File: src/rtl/main.sv
// -----------------------------------------------------------------------------
// main -- game logic for the VGA falling-block game.
//
// A player square sits on a fixed row near the bottom of the screen and is
// steered left/right by held PS/2 keys ('A' / 'D').  One obstacle square falls
// from the top.  Each time it leaves the bottom of the screen the score goes
// up, the fall gets faster, and a new column is picked from a 10-bit LFSR.
// All game state advances exactly once per video frame, on a tick derived
// from the rising edge of VGA vsync.  A collision between the two squares
// ends the game and freezes everything until reset.
//
// Ports
//   clk       in   1   system clock, all state on the rising edge
//   reset     in   1   asynchronous, active-high
//   vs        in   1   VGA vertical sync (asynchronous); rising edge = frame tick
//   keyboard  in  10   held key: [7:0] scan code, [8] extended, [9] break
//   x         in  10   pixel column being scanned (0..639 visible)
//   y         in   9   pixel row being scanned (0..479 visible)
//   RGB       out 12   {R,G,B} 4 bits each, colour for pixel (x,y)
//   stop      out  1   game over, held until reset
// -----------------------------------------------------------------------------
module main (
    input  logic        clk,
    input  logic        reset,
    input  logic        vs,
    input  logic [9:0]  keyboard,
    input  logic [9:0]  x,
    input  logic [8:0]  y,
    output logic [11:0] RGB,
    output logic        stop
);

    // Screen and object geometry
    localparam logic [10:0] SCREEN_W     = 11'd640;
    localparam logic [10:0] SCREEN_H     = 11'd480;
    localparam logic [10:0] BLOCK        = 11'd32;
    localparam logic [10:0] PLAYER_TOP   = 11'd416;
    localparam logic [10:0] PLAYER_BOT   = 11'd448;  // exclusive
    localparam logic [10:0] GROUND_TOP   = 11'd448;
    localparam logic [10:0] GROUND_BOT   = 11'd452;  // exclusive
    localparam logic [9:0]  PX_MAX       = 10'd608;
    localparam logic [9:0]  PX_STEP      = 10'd4;
    localparam logic [9:0]  OY_LIMIT     = 10'd480;

    // Reset state
    localparam logic [9:0]  PX_RESET     = 10'd304;
    localparam logic [9:0]  OX_RESET     = 10'd64;
    localparam logic [9:0]  LFSR_RESET   = 10'h2A5;

    // Key codes
    localparam logic [7:0]  KEY_A        = 8'h1C;
    localparam logic [7:0]  KEY_D        = 8'h23;

    // Colours
    localparam logic [11:0] COL_BLACK    = 12'h000;
    localparam logic [11:0] COL_PLAYER   = 12'h0F0;
    localparam logic [11:0] COL_DEAD     = 12'hF00;
    localparam logic [11:0] COL_OBST     = 12'h00F;
    localparam logic [11:0] COL_GROUND   = 12'hFFF;

    // -------------------------------------------------------------------------
    // State registers
    // -------------------------------------------------------------------------
    logic        r_vs_s1;
    logic        r_vs_s2;
    logic        r_vs_s3;
    logic [9:0]  r_px;
    logic [9:0]  r_ox;
    logic [9:0]  r_oy;
    logic [7:0]  r_score;
    logic [9:0]  r_lfsr;
    logic        r_stop;

    // -------------------------------------------------------------------------
    // Combinational next-state and decode
    // -------------------------------------------------------------------------
    logic        w_tick;
    logic        w_left;
    logic        w_right;
    logic [9:0]  w_px_next;
    logic [4:0]  w_score_div8;
    logic [3:0]  w_speed_bonus;
    logic [9:0]  w_speed;
    logic [9:0]  w_oy_sum;
    logic        w_wrap;
    logic [9:0]  w_ox_spawn;
    logic [9:0]  w_lfsr_next;
    logic [7:0]  w_score_next;
    logic        w_hit;

    // A single-cycle pulse on the first clock where the synchronised vsync
    // is seen high; a long vsync high level still gives only one tick.
    assign w_tick = r_vs_s2 & ~r_vs_s3;

    // Only plain make codes steer; break or extended codes are ignored.
    assign w_left  = (keyboard[9:8] == 2'b00) && (keyboard[7:0] == KEY_A);
    assign w_right = (keyboard[9:8] == 2'b00) && (keyboard[7:0] == KEY_D);

    always_comb begin
        w_px_next = r_px;
        if (w_left) begin
            w_px_next = (r_px < PX_STEP) ? 10'd0 : (r_px - PX_STEP);
        end else if (w_right) begin
            w_px_next = (r_px > (PX_MAX - PX_STEP)) ? PX_MAX : (r_px + PX_STEP);
        end
    end

    // Fall speed grows by one pixel per frame for every 8 points, capped at +8.
    assign w_score_div8  = r_score[7:3];
    assign w_speed_bonus = (w_score_div8 > 5'd8) ? 4'd8 : w_score_div8[3:0];
    assign w_speed       = 10'd4 + {6'd0, w_speed_bonus};

    // r_oy never exceeds 479 and speed never exceeds 12, so 10 bits suffice.
    assign w_oy_sum = r_oy + w_speed;
    assign w_wrap   = (w_oy_sum >= OY_LIMIT);

    // LFSR values above the last legal column are folded back by 512 so the
    // obstacle always spawns fully on screen.
    assign w_ox_spawn   = (r_lfsr <= PX_MAX) ? r_lfsr : (r_lfsr - 10'd512);
    assign w_lfsr_next  = {r_lfsr[8:0], r_lfsr[9] ^ r_lfsr[6]};
    assign w_score_next = (r_score == 8'hFF) ? r_score : (r_score + 8'd1);

    // Axis-aligned overlap of the two 32x32 squares, evaluated on the
    // current registers; widened so the +32 sums cannot wrap.
    assign w_hit = ({1'b0, r_px} < ({1'b0, r_ox} + BLOCK)) &&
                   ({1'b0, r_ox} < ({1'b0, r_px} + BLOCK)) &&
                   (({1'b0, r_oy} + BLOCK) > PLAYER_TOP) &&
                   ({1'b0, r_oy} < PLAYER_BOT);

    // -------------------------------------------------------------------------
    // Sequential state
    // -------------------------------------------------------------------------
    always_ff @(posedge clk or posedge reset) begin
        if (reset) begin
            r_vs_s1 <= 1'b0;
            r_vs_s2 <= 1'b0;
            r_vs_s3 <= 1'b0;
            r_px    <= PX_RESET;
            r_ox    <= OX_RESET;
            r_oy    <= 10'd0;
            r_score <= 8'd0;
            r_lfsr  <= LFSR_RESET;
            r_stop  <= 1'b0;
        end else begin
            r_vs_s1 <= vs;
            r_vs_s2 <= r_vs_s1;
            r_vs_s3 <= r_vs_s2;

            if (w_tick && !r_stop) begin
                if (w_hit) begin
                    // The collision frame itself moves nothing, so the final
                    // picture shows the squares exactly where they met.
                    r_stop <= 1'b1;
                end else begin
                    r_px <= w_px_next;
                    if (w_wrap) begin
                        r_oy    <= 10'd0;
                        r_ox    <= w_ox_spawn;
                        r_score <= w_score_next;
                        r_lfsr  <= w_lfsr_next;
                    end else begin
                        r_oy    <= w_oy_sum;
                    end
                end
            end
        end
    end

    assign stop = r_stop;

    // -------------------------------------------------------------------------
    // Pixel colour
    // -------------------------------------------------------------------------
    logic [10:0] w_x;
    logic [10:0] w_y;
    logic        w_visible;
    logic        w_in_player;
    logic        w_in_obst;
    logic        w_in_ground;

    assign w_x = {1'b0, x};
    assign w_y = {2'b00, y};

    assign w_visible   = (w_x < SCREEN_W) && (w_y < SCREEN_H);

    assign w_in_player = (w_x >= {1'b0, r_px}) && (w_x < ({1'b0, r_px} + BLOCK)) &&
                         (w_y >= PLAYER_TOP)   && (w_y < PLAYER_BOT);

    assign w_in_obst   = (w_x >= {1'b0, r_ox}) && (w_x < ({1'b0, r_ox} + BLOCK)) &&
                         (w_y >= {1'b0, r_oy}) && (w_y < ({1'b0, r_oy} + BLOCK));

    assign w_in_ground = (w_y >= GROUND_TOP) && (w_y < GROUND_BOT);

    always_comb begin
        RGB = COL_BLACK;
        if (!w_visible) begin
            RGB = COL_BLACK;
        end else if (w_in_player) begin
            RGB = r_stop ? COL_DEAD : COL_PLAYER;
        end else if (w_in_obst) begin
            RGB = COL_OBST;
        end else if (w_in_ground) begin
            RGB = COL_GROUND;
        end
    end

endmodule

File: config.mk
export PLATFORM = sky130hd
export DESIGN_NAME = main
export DESIGN_NICKNAME = d
export VERILOG_FILES = /design/src/rtl/main.sv
export SDC_FILE = /design/constraint.sdc
export NUM_CORES = 1
export LEC_CHECK = 0
export CORE_ASPECT_RATIO = 1.5
export CORE_UTILIZATION = 45
export CTS_BUF_LIST = sky130_fd_sc_hd__clkbuf_8
export DETAILED_ROUTE_END_ITERATION = 16
export PLACE_DENSITY = 0.72
export SLEW_MARGIN = 20
export SYNTH_ARGS = -nofsm -noshare
export SYNTH_HDL_FRONTEND = slang
export SYNTH_SLANG_ARGS = --single-unit
File: constraint.sdc
create_clock -name clk -period 4.2 [get_ports clk]
set_input_delay 0.84 -clock clk [delete_from_list [all_inputs] [get_ports clk]]
set_output_delay 0.84 -clock clk [all_outputs]
set_load 0.05 [all_outputs]
### Word level (Yosys, flattened, before mapping)

Index checks and enable logic that the tools add are counted.

* output and inout port bits: 13
* input port bits: 32
* register bits after elaboration: 52

* equality and inequality tests: 3
* add/sub/neg operators: 9
* order comparisons: 21
* muxes and demuxes: 12
* reduce and logical (&&, ||, !) cells: 22
* bitwise gates (word level): 5

Operators by type and width (number)
* 2-to-1 mux 10 bit: 6
* 2-to-1 mux 12 bit: 5
* < comparator 10 x 11 -> 1 bit: 4
* adder 10 x 6 -> 11 bit, second input constant: 3
* < comparator 9 bit, second input constant: 3
* greater-or-equal comparator 10 bit: 2
* greater-or-equal comparator 9 bit, second input constant: 2
* logical AND 1 bit: 14
* greater-than comparator 11 x 9 -> 1 bit, second input constant: 1
* < comparator 9 x 11 -> 1 bit: 1
* adder 10 x 3 -> 10 bit, second input constant: 1
* adder 10 x 5 -> 10 bit: 1
* greater-or-equal comparator 10 x 9 -> 1 bit, second input constant: 1
* greater-or-equal comparator 9 x 10 -> 1 bit: 1
* greater-than comparator 10 bit, second input constant: 1
* less-or-equal comparator 10 bit, second input constant: 1
* < comparator 10 bit, second input constant: 1
* < comparator 10 x 3 -> 1 bit, second input constant: 1
* < comparator 10 x 9 -> 1 bit, second input constant: 1
* subtractor 10 bit, second input constant: 1
* subtractor 10 x 3 -> 10 bit, second input constant: 1
* adder 8 x 1 -> 8 bit, second input constant: 1
* equality test 8 x 5 -> 1 bit, second input constant: 1
* equality test 8 x 6 -> 1 bit, second input constant: 1
* 13 further kinds: 17

### Depth between registers and ports, before layout

Gate-level depths: netlist of the first run.

* depth in word-level cells: 8
* mapped depth: 13
* mapped depth without buffers: 12

### Worst setup path after synthesis of the first run

No wires, ideal clock.

* path kind: flip-flop to output port
* from: reg r_px[5]
* to: out RGB[10]
* setup slack: -0.341 ns
* data required time: 3.360 ns
* cell stages (with the launch flop): 13
* arrival: 3.701 ns
* buffers on the path: 2
* cell sequence: dfstp_2 -> clkbuf_1 -> inv_1 -> ha_1 -> inv_1 -> ha_1 -> a21o_1 -> a21o_1 -> a2111oi_0 -> o21ai_0 -> a21o_1 -> o22ai_1 -> buf_4

* cells in the longest elaborated chain, start to end: 7
* elaborated cells on any way between the ends: 8
* classes of those cells: 1 x add/sub; 2 x order compare; 2 x mux; 3 x reduce/logical

Ends and longest elaborated chain
* start, declared: RTL line 67 `logic [9:0] r_px;`
* start signal, assigned: RTL line 155 `r_px <= w_px_next;`
* adder 10 x 6 -> 11 bit: RTL line 186 `assign w_in_player = (w_x >= {1'b0, r_px}) && (w_x < ({1'b0, r_px} + BLOCK)) &&`
* < comparator 10 x 11 -> 1 bit: RTL line 186
* logical AND 1 bit (*) (2 in a row): RTL line 186
* logical AND 1 bit (*): RTL line 187 `(w_y >= PLAYER_TOP) && (w_y < PLAYER_BOT);`
* 2-to-1 mux 12 bit (*): RTL line 198 `end else if (w_in_player) begin`
* 2-to-1 mux 12 bit (*): RTL line 196 `if (!w_visible) begin`
* end, declared: RTL line 29 `output logic [11:0] RGB,`

Mark *: on every way between the ends. The rest lies on a longest branch, timed or not.

### Final worst setup path of the first run

* from: in y[5]
* to: out RGB[9]

* cells in the longest elaborated chain, start to end: 6
* elaborated cells on any way between the ends: 17
* classes of those cells: 7 x order compare; 4 x mux; 6 x reduce/logical

Ends and longest elaborated chain
* start, declared: RTL line 28 `input logic [8:0] y,`
* greater-or-equal comparator 9 bit, or another cell as far along: RTL line 192 `assign w_in_ground = (w_y >= GROUND_TOP) && (w_y < GROUND_BOT);`
* logical AND 1 bit, on equally long branches: RTL line 192, 189
* 2-to-1 mux 12 bit or logical AND 1 bit (tied branches): RTL line 202, 190
* 2-to-1 mux 12 bit: RTL line 200 `end else if (w_in_obst) begin`
* 2-to-1 mux 12 bit: RTL line 198
* 2-to-1 mux 12 bit (*): RTL line 196

Marked as above.

==> results of run 1 <==
-- kinds of logic after synthesis --
family | after synthesis
AO/OA/AOI/OAI | 141
AND/OR/NAND/NOR | 128
adder cells (fa/ha/maj) | 74
buffers and inverters | 70
flip-flops | 44
XOR/XNOR | 20
multiplexers | 5
-- state kept, by name, indices dropped and copies added (netlist names) --
register / flops
r_px: 8
r_score: 8
r_vs_s3: 1
r_vs_s2: 1
r_vs_s1: 1
stop: 1
r_oy: 10
r_lfsr: 4
r_ox: 10
-- worst reg2reg max path, delay by kind of cell (launching register included) --
kind / cells / cell delay, ps
AOI/OAI and AO/OA: 2 / 820
adders and majority gates: 3 / 850
buffers and inverters: 1 / 300
DFF: 1 / 430
muxes: 2 / 430
and+or+nand+nor: 4 / 740
-- per-stage QoR --
step	setup TNS, ps	hold WS [ps]	setup slack (ps)	instance area, µm²
floorplan	-2050	331	-341	4170
global placement	-54.3	335	-13.7	4820
detailed placement	-272	339	-68.8	4820
CTS	0	359	42.0	4940
global route	0	365	6.62	4990
finish	0	355	126	4990
-- power breakdown --
group          leakage, nW  internal, mW  switching [mW]
Clock               0.0548         0.179           0.169
Sequential           0.557         0.443          0.0312
Combinational         1.57         0.149           0.172
-- timing repair --
item	CTS	global route
pin swaps	0	3
endpoints found under the setup margin	4	12
resized for setup	2	15
buffers inserted	0	1
-- routing by layer --
layer | track usage | vias to the layer above | part of all wire | routed length, µm
met1 | 0.255 | 1817 | 0.41 | 4210
met4 | 0.116 | 0 | 0.039 | 398
met2 | 0.410 | 84 | 0.52 | 5280
met5 | 0 | - | 0 | 0
li1 | - | 1835 | - | -
met3 | 0.0319 | 32 | 0.031 | 316
-- worst max-delay path by stage --
stage | depth (start not counted) | start | to | slack, ps
2_1_floorplan | 12 | r_px[5] | RGB[10] | -340
3_3_place_gp | 10 | y[1] | RGB[0] | -10
3_5_place_dp | 10 | y[5] | RGB[2] | -70
4_1_cts | 11 | x[2] | RGB[9] | 40
5_1_grt | 11 | x[2] | RGB[10] | 7
6_report | 11 | y[5] | RGB[9] | 130
-- layout by cell type, fill, tap and decap left out, drive strengths merged, types with 6 or more instances in the layout --
| master | n |
|---|---|
| nand3 | 19 |
| nand2 | 36 |
| a21o | 12 |
| o31ai | 8 |
| xnor2 | 19 |
| o21ai | 40 |
| nor2 | 21 |
| a21oi | 29 |
| a31oi | 6 |
| inv | 46 |
| clkdlybuf4s50 | 29 |
| ha | 73 |
| nor3 | 8 |
| dfrtp | 36 |
| buf | 25 |
| dfstp | 8 |
-- final cells by class --
type,instances,area (µm²),area share
clock inverters,3,46.3,0.00928
multi-input cells,368,2780,0.558
clock buffers,5,68.8,0.0138
inverters,46,173,0.0346
well taps,110,138,0.0276
repair buffers,57,666,0.134
flip-flops and latches,44,1110,0.223
==> results.tsv, run 1 <==
stage	metric	value	unit
outcome	status	finished clean	
global_route	grt_pass1_wl	17300	µm
clock_network	cts_buffers	5	
timing	maxSlewViolCount	0	
timing	timing.final.hold_violations	0	
yosys	synth_cells	482	
place	io_buffers	44	
worst_setup_path	crit_family	compound AO/OA/AOI/OAI gates	
timing	setup_viol	0	
timing	worst_slew_pin_slew	700	ps
yosys	synth-simple-area-share	0.158	
yosys	yosysMostFrequentCell	ha_1	
clock_network	insertion_delay	320	ps
floorplanning	initial_core_util	0.469	
worst_setup_path	arrival	3230	ps
yosys	yosysTopAreaCell	ha_1	
cells_and_area	fin_nets	628	
clock_network	cts_tree	built	
route	viasPerCell	5.95	
clock_network	clk_pin_slew_worst_paths	80	ps
pwr	power_density	229	nW/µm²
yosys	ys.flop_type	dfrtp_1	
yosys	synthMuxAreaShare	0.0129	
worst_setup_path	critPathBufInv	3	
worst_hold_path	hp-start	r_vs_s1	
worst_setup_path	timing.rr.end	r_ox[0]	
worst_setup_path	end_kind	primary output	
worst_setup_path	crit_fanout	5	
timing	period_needed	4070	ps
global_route	grt_max_degree	45	
route	via_count	3768	
pwr	leakagePower	2.19	nW
worst_setup_path	critPathSlowestCell	clkdlybuf4s50_1	
place	place_hpwl	8010	µm
worst_hold_path	holdPathStages	0	
yosys	synth_nets	588	
clock_network	cts_hold_buf	0	
yosys	synth_edf_count	0	
worst_setup_path	startpoint_type	primary input	
yosys	async_flop_share	1.00	
worst_setup_path	r2r_start	r_score[6]	
floorplanning	io_pins	45	
yosys	synth_top_cells_by_count	73 x ha_1, 46 x inv_1, 38 x o21ai_0	
yosys	yosysTopAreaCellShare	0.219	
yosys	synth_top_family_by_area	adder cells	
worst_setup_path	reg2reg_slack	520	ps
yosys	synth_area_leaders	ha_1 22%, dfrtp_1 22%, dfstp_2 5.0%, o21ai_0 4.6%, inv_1 4.1%	
clock_network	htreeDepth	2	
timing	skew	17.0	ps
route	wl_per_cell	16.1	µm
yosys	synthAdderAreaFrac	0.224	
cells_and_area	fill_cells	808	
route	antenna_left	0	
timing	slew_headroom	0.527	
floorplanning	core	8880	µm²
timing	rsz0062_at_grt	no	
floorplanning	die_y	120	µm
yosys	ys_types	60	
place	dp_cells	624	
yosys	avgSynthCellArea	8.64	µm²
place	gp_congestion	0.931	
cells_and_area	fin_util	0.561	
timing	fmax	245	MHz
cells_and_area	antenna_cells	0	
cells_and_area	stdcell_count	633	
route	route.detailed.drc	0	
pwr	max-vdd-ir-drop	0.131	mV
cells_and_area	drive_gt1_frac	0.105	
route	drt-total-wl	10200	µm
worst_setup_path	worstPathRequired	3360	ps
yosys	synth-xor-area-share	0.0421	
cells_and_area	area_growth	19.7	%
worst_setup_path	crit_chain	clkdlybuf4s50_1 > ha_1 > o21bai_1 > a21oi_1 > o221ai_1 > a31oi_1 > a2111oi_2 > and4_4 > o22ai_1 > buf_4 > buf_12	
route	drtIter0Drc	116	
pwr	finalPower	1.14	mW
yosys	synth_warnings	0	
global_route	antenna_found_initial	0	
worst_hold_path	min_to	r_vs_s2	
flow_run	drv_cap	0	
global_route	track_usage	0.229	
route	first_pass_iters	4	
worst_setup_path	path_class	in2out	
global_route	overflow	0	
yosys	synth_area	4170	µm²
yosys	synth_seq_cells	44	
clock_network	root_buffer	clkbuf_8	
clock_network	clock_sinks	44	
clock_network	clk_path_buf_depth	2	
floorplanning	num_rows	42	
worst_hold_path	hold_class	reg2reg	
worst_setup_path	reg2reg_depth	12	
global_route	grt_pass1_vias	3799	
timing	period_share	0.970	
worst_setup_path	slowest_delay	520	ps
floorplanning	dieArea	9650	µm²
yosys	ys_seq_area_frac	0.267	
yosys	synth_compound_area_frac	0.223	
floorplanning	dieWidth	80.6	µm
Note: power is estimated with default switching activity, not from simulation.
==> run 2: changes to the inputs <==
--- a/config.mk
+++ b/config.mk
@@ -6,10 +6,11 @@
 export NUM_CORES = 1
 export LEC_CHECK = 0
 export CORE_ASPECT_RATIO = 1.5
-export CORE_UTILIZATION = 45
+export CORE_UTILIZATION = 25
 export CTS_BUF_LIST = sky130_fd_sc_hd__clkbuf_8
 export DETAILED_ROUTE_END_ITERATION = 16
-export PLACE_DENSITY = 0.72
+export GPL_TIMING_DRIVEN = 1
+export PLACE_DENSITY = 0.48
 export SLEW_MARGIN = 20
 export SYNTH_ARGS = -nofsm -noshare
 export SYNTH_HDL_FRONTEND = slang
==> results.tsv, run 2 (synthesized netlist as in run 1, its figures left out) <==
stage	metric	value	unit	change
worst_hold_path	hold_class	reg2reg		
place	dp_cells	728		+17%
cells_and_area	stdcell_count	738		+17%
pwr	comb_power_share	0.292		+0.012
timing	period_needed	4060	ps	-11.9 ps
clock_network	clk_path_buf_depth	2		unchanged
worst_setup_path	arrival	3220	ps	about the same
clock_network	cts_buffers	5		unchanged
global_route	grt_pass1_vias	3757		-1.1%
route	drt-total-wl	11100	µm	+8.3%
route	via_count	3655		-3.0%
global_route	grt_max_degree	45		unchanged
pwr	power_density	232	nW/µm²	+1.3%
floorplanning	dieArea	17200	µm²	+78%
route	drtIter0Drc	90		-22%
clock_network	cts_hold_buf	0		unchanged
outcome	status	finished clean		
timing	maxSlewViolCount	0		unchanged
timing	setup_viol	0		unchanged
pwr	leakagePower	2.22	nW	+1.6%
pwr	switching_power	0.362	mW	-2.7%
floorplanning	dieWidth	107	µm	+33%
worst_setup_path	crit_fanout	4		-1
timing	hold_slack	379	ps	+24.1 ps
place	place_hpwl	9020	µm	+13%
flow_run	drv_cap	0		unchanged
pwr	max-vdd-ir-drop	0.154	mV	+18%
pwr	finalPower	1.21	mW	+5.5%
cells_and_area	seqCellArea	1110	µm²	-0.11%
floorplanning	io_pins	45		unchanged
cells_and_area	most-common-layout-cells	73 x ha_1, 46 x inv_1, 36 x nand2_1, 36 x dfrtp_1, 33 x o21ai_0		
cells_and_area	fill_cells	1727		+110%
timing	timing.final.hold_violations	0		unchanged
global_route	grt_pass1_wl	18300	µm	+5.7%
route	antenna_left	0		unchanged
global_route	overflow	0		unchanged
floorplanning	initial_core_util	0.256		-0.213
cells_and_area	antenna_cells	0		unchanged
pwr	seq_power_share	0.383		-0.032
place	io_buffers	44		unchanged
cells_and_area	multi_input_area	2790	µm²	+0.36%
cells_and_area	reg.largest.list	r_ox (10), r_oy (10)		
clock_network	clk_pin_slew_worst_paths	90	ps	about the same
timing	slew_headroom	0.366		-0.161
global_route	antenna_found_initial	0		unchanged
route	viasPerCell	4.95		-17%
clock_network	insertion_delay	310	ps	about the same
timing	skew	11.8	ps	-5.19 ps
clock_network	cts_tree	built		
cells_and_area	area_growth	24.7	%	
worst_setup_path	worstPathRequired	3360	ps	about the same
route	first_pass_iters	5		+1
timing	fmax	246	MHz	+0.29%
worst_setup_path	path_class	in2out		
route	route.detailed.drc	0		unchanged
global_route	track_usage	0.133		-0.0959
cells_and_area	layout_commonest_cell	ha_1		
floorplanning	die_y	160	µm	+34%
cells_and_area	fin_nets	637		+1.4%
route	wl_per_cell	15.0	µm	-7.1%
timing	worst_slew_pin_slew	950	ps	+250 ps
floorplanning	core	16300	µm²	+83%
clock_network	root_buffer	clkbuf_8		
pwr	intPower	0.844	mW	+9.4%
timing	period_share	0.967		-0.00284
cells_and_area	drive_gt1_frac	0.122		+0.0170
floorplanning	num_rows	57		+36%
pwr	power_switching_share	0.300		-0.0252
worst_setup_path	startpoint_type	primary input		
clock_network	htreeDepth	2		unchanged
place	gp_congestion	0.849		-8.8%
worst_setup_path	end_kind	primary output		
clock_network	clock_sinks	44		unchanged
pwr	pwr-share-clk	0.325		+0.020
==> run 2: critical path, cell delays in order <==
cell and delay [ps]:
clkdlybuf4s50_1 510, buf_4 200, ha_1 300, a21o_1 170, a2111oi_2 360, o21ai_1 120, a21o_1 210, o22ai_1 140
buf_4 210, buf_12 150
==> run 2: stage by stage <==
step	setup TNS, ps	instance area, µm²	worst slack [ps]	utilization
after floorplan	-2050	4170	-341	-
after global placement	-402	5000	-38.8	0.308
after detailed placement	-335	5000	-67.6	0.308
after CTS	0	5140	25.8	0.316
after global routing	-47.3	5190	-12.2	0.319
final	0	5190	138	0.319
==> run 2: path summary, 6_finish.rpt <==
path                            start  cells past startpoint    endpoint  slack [ps]
setup / recovery                 x[7]                     10      RGB[7]         140
hold / removal                r_vs_s1                      0     r_vs_s2         380
setup reg to reg           r_score[6]                     13     r_ox[9]         610
hold reg to reg               r_vs_s1                      0     r_vs_s2         380
max in group asynchronous       reset                      2     r_oy[7]        2530
min in group asynchronous       reset                      2  r_score[7]        1060
==> run 2: layout make-up <==
type / count / share of cell area
clock buffers: 5 / 0.0133
clock inverters: 3 / 0.0123
inverters: 46 / 0.0333
multi-input cells: 368 / 0.538
flip-flops and latches: 44 / 0.214
well taps: 206 / 0.0496
repair buffers: 66 / 0.140
==> run 2: power by group through the flow <==
stage | sequential (mW) | clock [mW] | combinational, mW
after global routing | 0.466 | 0.420 | 0.398
after detailed placement | 0.471 | 0 | 0.339
after CTS | 0.463 | 0.403 | 0.343
after global placement | 0.471 | 0 | 0.336
after floorplan | 0.468 | 0 | 0.209
final | 0.462 | 0.392 | 0.352
==> run 2: repair_timing <==
item                       4_1_cts  5_1_grt
setup buffers                    0        2
pin swaps                        0        2
setup endpoints to repair       12       12
resized for setup                5       12
==> run 2: per-layer routing <==
layer  vias to the layer above  routed length, µm  track usage
met3                        10                226       0.0131
met1                      1740               4660        0.154
met4                         0                199       0.0436
met2                        51               5970        0.249
met5                         -                  0            0
li1                       1854                  -            -
==> run 3: changes to the inputs <==
--- a/config.mk
+++ b/config.mk
@@ -5,12 +5,13 @@
 export SDC_FILE = /design/constraint.sdc
 export NUM_CORES = 1
 export LEC_CHECK = 0
+export ABC_AREA = 1
 export CORE_ASPECT_RATIO = 1.5
 export CORE_UTILIZATION = 25
 export CTS_BUF_LIST = sky130_fd_sc_hd__clkbuf_8
 export DETAILED_ROUTE_END_ITERATION = 16
 export GPL_TIMING_DRIVEN = 1
-export PLACE_DENSITY = 0.48
+export PLACE_DENSITY = 0.47
 export SLEW_MARGIN = 20
 export SYNTH_ARGS = -nofsm -noshare
 export SYNTH_HDL_FRONTEND = slang
==> results.tsv, run 3 <==
stage	metric	value	unit	change
timing	fmax	249	MHz	+1.1%
place	dp_cells	956		+31%
yosys	ys_seq_area_frac	0.239		-0.0277
clock_network	clk_path_buf_depth	2		unchanged
worst_setup_path	slowest_delay	650	ps	+140 ps
cells_and_area	stdcell_count	964		+31%
timing	setup_ws	182	ps	+43.8 ps
yosys	ys_types	39		-35%
clock_network	cts_hold_buf	0		unchanged
worst_setup_path	critPathSlowestCell	dfstp_2		
yosys	synth_top_cells_by_count	199 x nand2_1, 95 x inv_1, 73 x ha_1		
yosys	synth_area_leaders	ha_1 20%, dfrtp_1 19%, nand2_1 16%, inv_1 7.7%, nor2_1 4.7%		
cells_and_area	antenna_cells	0		unchanged
floorplanning	num_rows	60		+5.3%
place	io_buffers	44		unchanged
worst_setup_path	crit_fanout	7		+3
yosys	synth_nets	778		+32%
place	gp_congestion	0.817		-3.8%
clock_network	htreeDepth	2		unchanged
pwr	leakagePower	2.72	nW	+22%
cells_and_area	fill_cells	2020		+17%
floorplanning	die_y	169	µm	+5.6%
floorplanning	dieArea	19100	µm²	+11%
cells_and_area	area_growth	20.0	%	
yosys	ys.flop_type	dfrtp_1		
worst_setup_path	crit_family	simple AND/OR/NAND/NOR gates		
clock_network	clock_sinks	44		unchanged
timing	rsz0062_at_grt	yes		
route	route.detailed.drc	0		unchanged
worst_setup_path	path_class	reg2out		
yosys	yosysMostFrequentCell	nand2_1		
timing	timing.final.hold_violations	0		unchanged
worst_setup_path	crit_chain	ha_1 > nand3_1 > xor2_1 > ha_1 > nand2_1 > o21ai_0 > nor2_1 > nand4_1 > nand2_1 > nand2_1 > nor2_2 > buf_12		
route	drtIter0Drc	131		+46%
place	place_hpwl	10300	µm	+14%
worst_setup_path	arrival	3180	ps	-40 ps
timing	period_needed	4020	ps	-43.8 ps
yosys	synth_area	4650	µm²	+12%
global_route	grt_max_degree	45		unchanged
worst_hold_path	hold_class	reg2reg		
cells_and_area	reg.largest.list	r_ox (10), r_oy (10)		
yosys	synth_warnings	0		unchanged
clock_network	clk_pin_slew_worst_paths	100	ps	about the same
place	dpl_worst_slack	-5.68	ps	+61.9 ps
global_route	track_usage	0.138		+0.00502
yosys	synth_seq_cells	44		unchanged
yosys	async_flop_share	1.00		unchanged
clock_network	cts_buffers	5		unchanged
yosys	yosysTopAreaCellShare	0.197		-0.0227
timing	worst_slew_pin_slew	819	ps	-131 ps
pwr	power_density	215	nW/µm²	-7.3%
route	antenna_left	0		unchanged
global_route	antenna_found_initial	0		unchanged
yosys	synth_edf_count	0		unchanged
clock_network	root_buffer	clkbuf_8		
yosys	synth_cells	672		+39%
floorplanning	dieWidth	113	µm	+5.5%
worst_setup_path	end_kind	primary output		
cells_and_area	drive_gt1_frac	0.0796		-0.0426
timing	setup_viol	0		unchanged
route	first_pass_iters	4		-1
global_route	grt_pass1_wl	20800	µm	+13%
global_route	overflow	0		unchanged
global_route	grt_pass1_vias	4204		+12%
cells_and_area	fin_util	0.308		-0.0112
flow_run	drv_cap	0		unchanged
clock_network	cts_tree	built		
worst_setup_path	worstPathRequired	3360	ps	about the same
clock_network	insertion_delay	320	ps	about the same
timing	skew	12.9	ps	+1.03 ps
cells_and_area	layout_commonest_cell	nand2_1		
floorplanning	core	18100	µm²	+11%
pwr	max-vdd-ir-drop	0.114	mV	-26%
route	drt-total-wl	12500	µm	+13%
outcome	status	finished clean		
cells_and_area	fin_nets	821		+29%
timing	maxSlewViolCount	0		unchanged
worst_setup_path	crit_path_frequent_cell	nand2_1		
route	via_count	4165		+14%
yosys	avgSynthCellArea	6.92	µm²	-20%
route	viasPerCell	4.32		-13%
route	wl_per_cell	13.0	µm	-13%
floorplanning	initial_core_util	0.257		+0.000691
worst_setup_path	critPathBufInv	1		-3
timing	slew_headroom	0.454		+0.0879
worst_setup_path	startpoint_type	flip-flop		
timing	period_share	0.957		-0.0104
floorplanning	io_pins	45		unchanged
yosys	yosysTopAreaCell	ha_1		
cells_and_area	most-common-layout-cells	199 x nand2_1, 94 x inv_1, 73 x ha_1		
## run 3: cell type report
class	instances	area, µm²	share of cell area
multi-input combinational	515	3050	0.547
sequential	44	1110	0.199
timing repair buffer	51	613	0.110
inverter	98	369	0.0662
tap	248	310	0.0557
clock buffer	6	82.6	0.0148
clock inverter	2	38.8	0.00696
## run 3: kinds of logic after synthesis
logic type	Yosys count	share of synthesized area
XOR/XNOR	26	0.0490
flip-flops	44	0.239
adder cells (fa/ha/maj)	74	0.201
AO/OA/AOI/OAI	83	0.0977
AND/OR/NAND/NOR	332	0.307
buffers and inverters	113	0.106
## run 3: worst register-to-register path: stages, from the launching register on
cell and delay (ps):
dfrtp_1 440, nor2_1 240, a41oi_1 90, nor2_1 170, ha_1 260, ha_1 250, fa_1 440, nand3_1 130
nand2_1 70, nand2_1 70, nand2_1 80, nor2_1 90, nand3_1 90, nand2_2 130, nand2_2 150, nor2_4 270
nand2_1 80, nand2_1 80
## run 3: where the power goes
part,switching [mW],leakage (nW),total (mW),internal [mW]
Clock,0.174,0.0614,0.369,0.195
Combinational,0.208,2.08,0.359,0.151
Sequential,0.0289,0.573,0.471,0.443
Total,0.411,2.72,1.20,0.789
## run 3: metrics by stage
stage	setup TNS (ps)	area, µm²	power [mW]	hold slack (ps)
after floorplan	0	4650	0.722	331
after global placement	-111	5450	0.845	376
after detailed placement	-27.5	5450	0.845	362
after CTS	-372	5570	1.23	394
after global routing	-508	5570	1.30	414
final	0	5570	1.20	389
## run 3: path summary, 6_finish.rpt
path / from / end / slack (ps) / cells past startpoint
hold / removal: r_vs_s2 / r_vs_s3 / 390 / 0
min in group asynchronous: reset / r_vs_s1 / 980 / 2
max in group asynchronous: reset / r_px[3] / 2730 / 2
hold reg to reg: r_vs_s2 / r_vs_s3 / 390 / 0
setup reg to reg: r_score[6] / r_score[2] / 1000 / 17
setup / recovery: r_px[5] / RGB[8] / 180 / 12
## run 3: what timing repair did
item / 4_1_cts / 5_1_grt
setup endpoints to repair: 8 / 8
buffers inserted: 0 / 0
gates resized for setup: 0 / 2
pin swaps: 0 / 0
## run 3: routing by layer
metal	global-route usage	share of wire	wire length (µm)	vias to the layer above
met5	0	0	0	-
met4	0.0492	0.024	300	0
met3	0.0150	0.017	211	16
met2	0.277	0.56	7030	41
met1	0.144	0.40	5000	1869
li1	-	-	-	2239
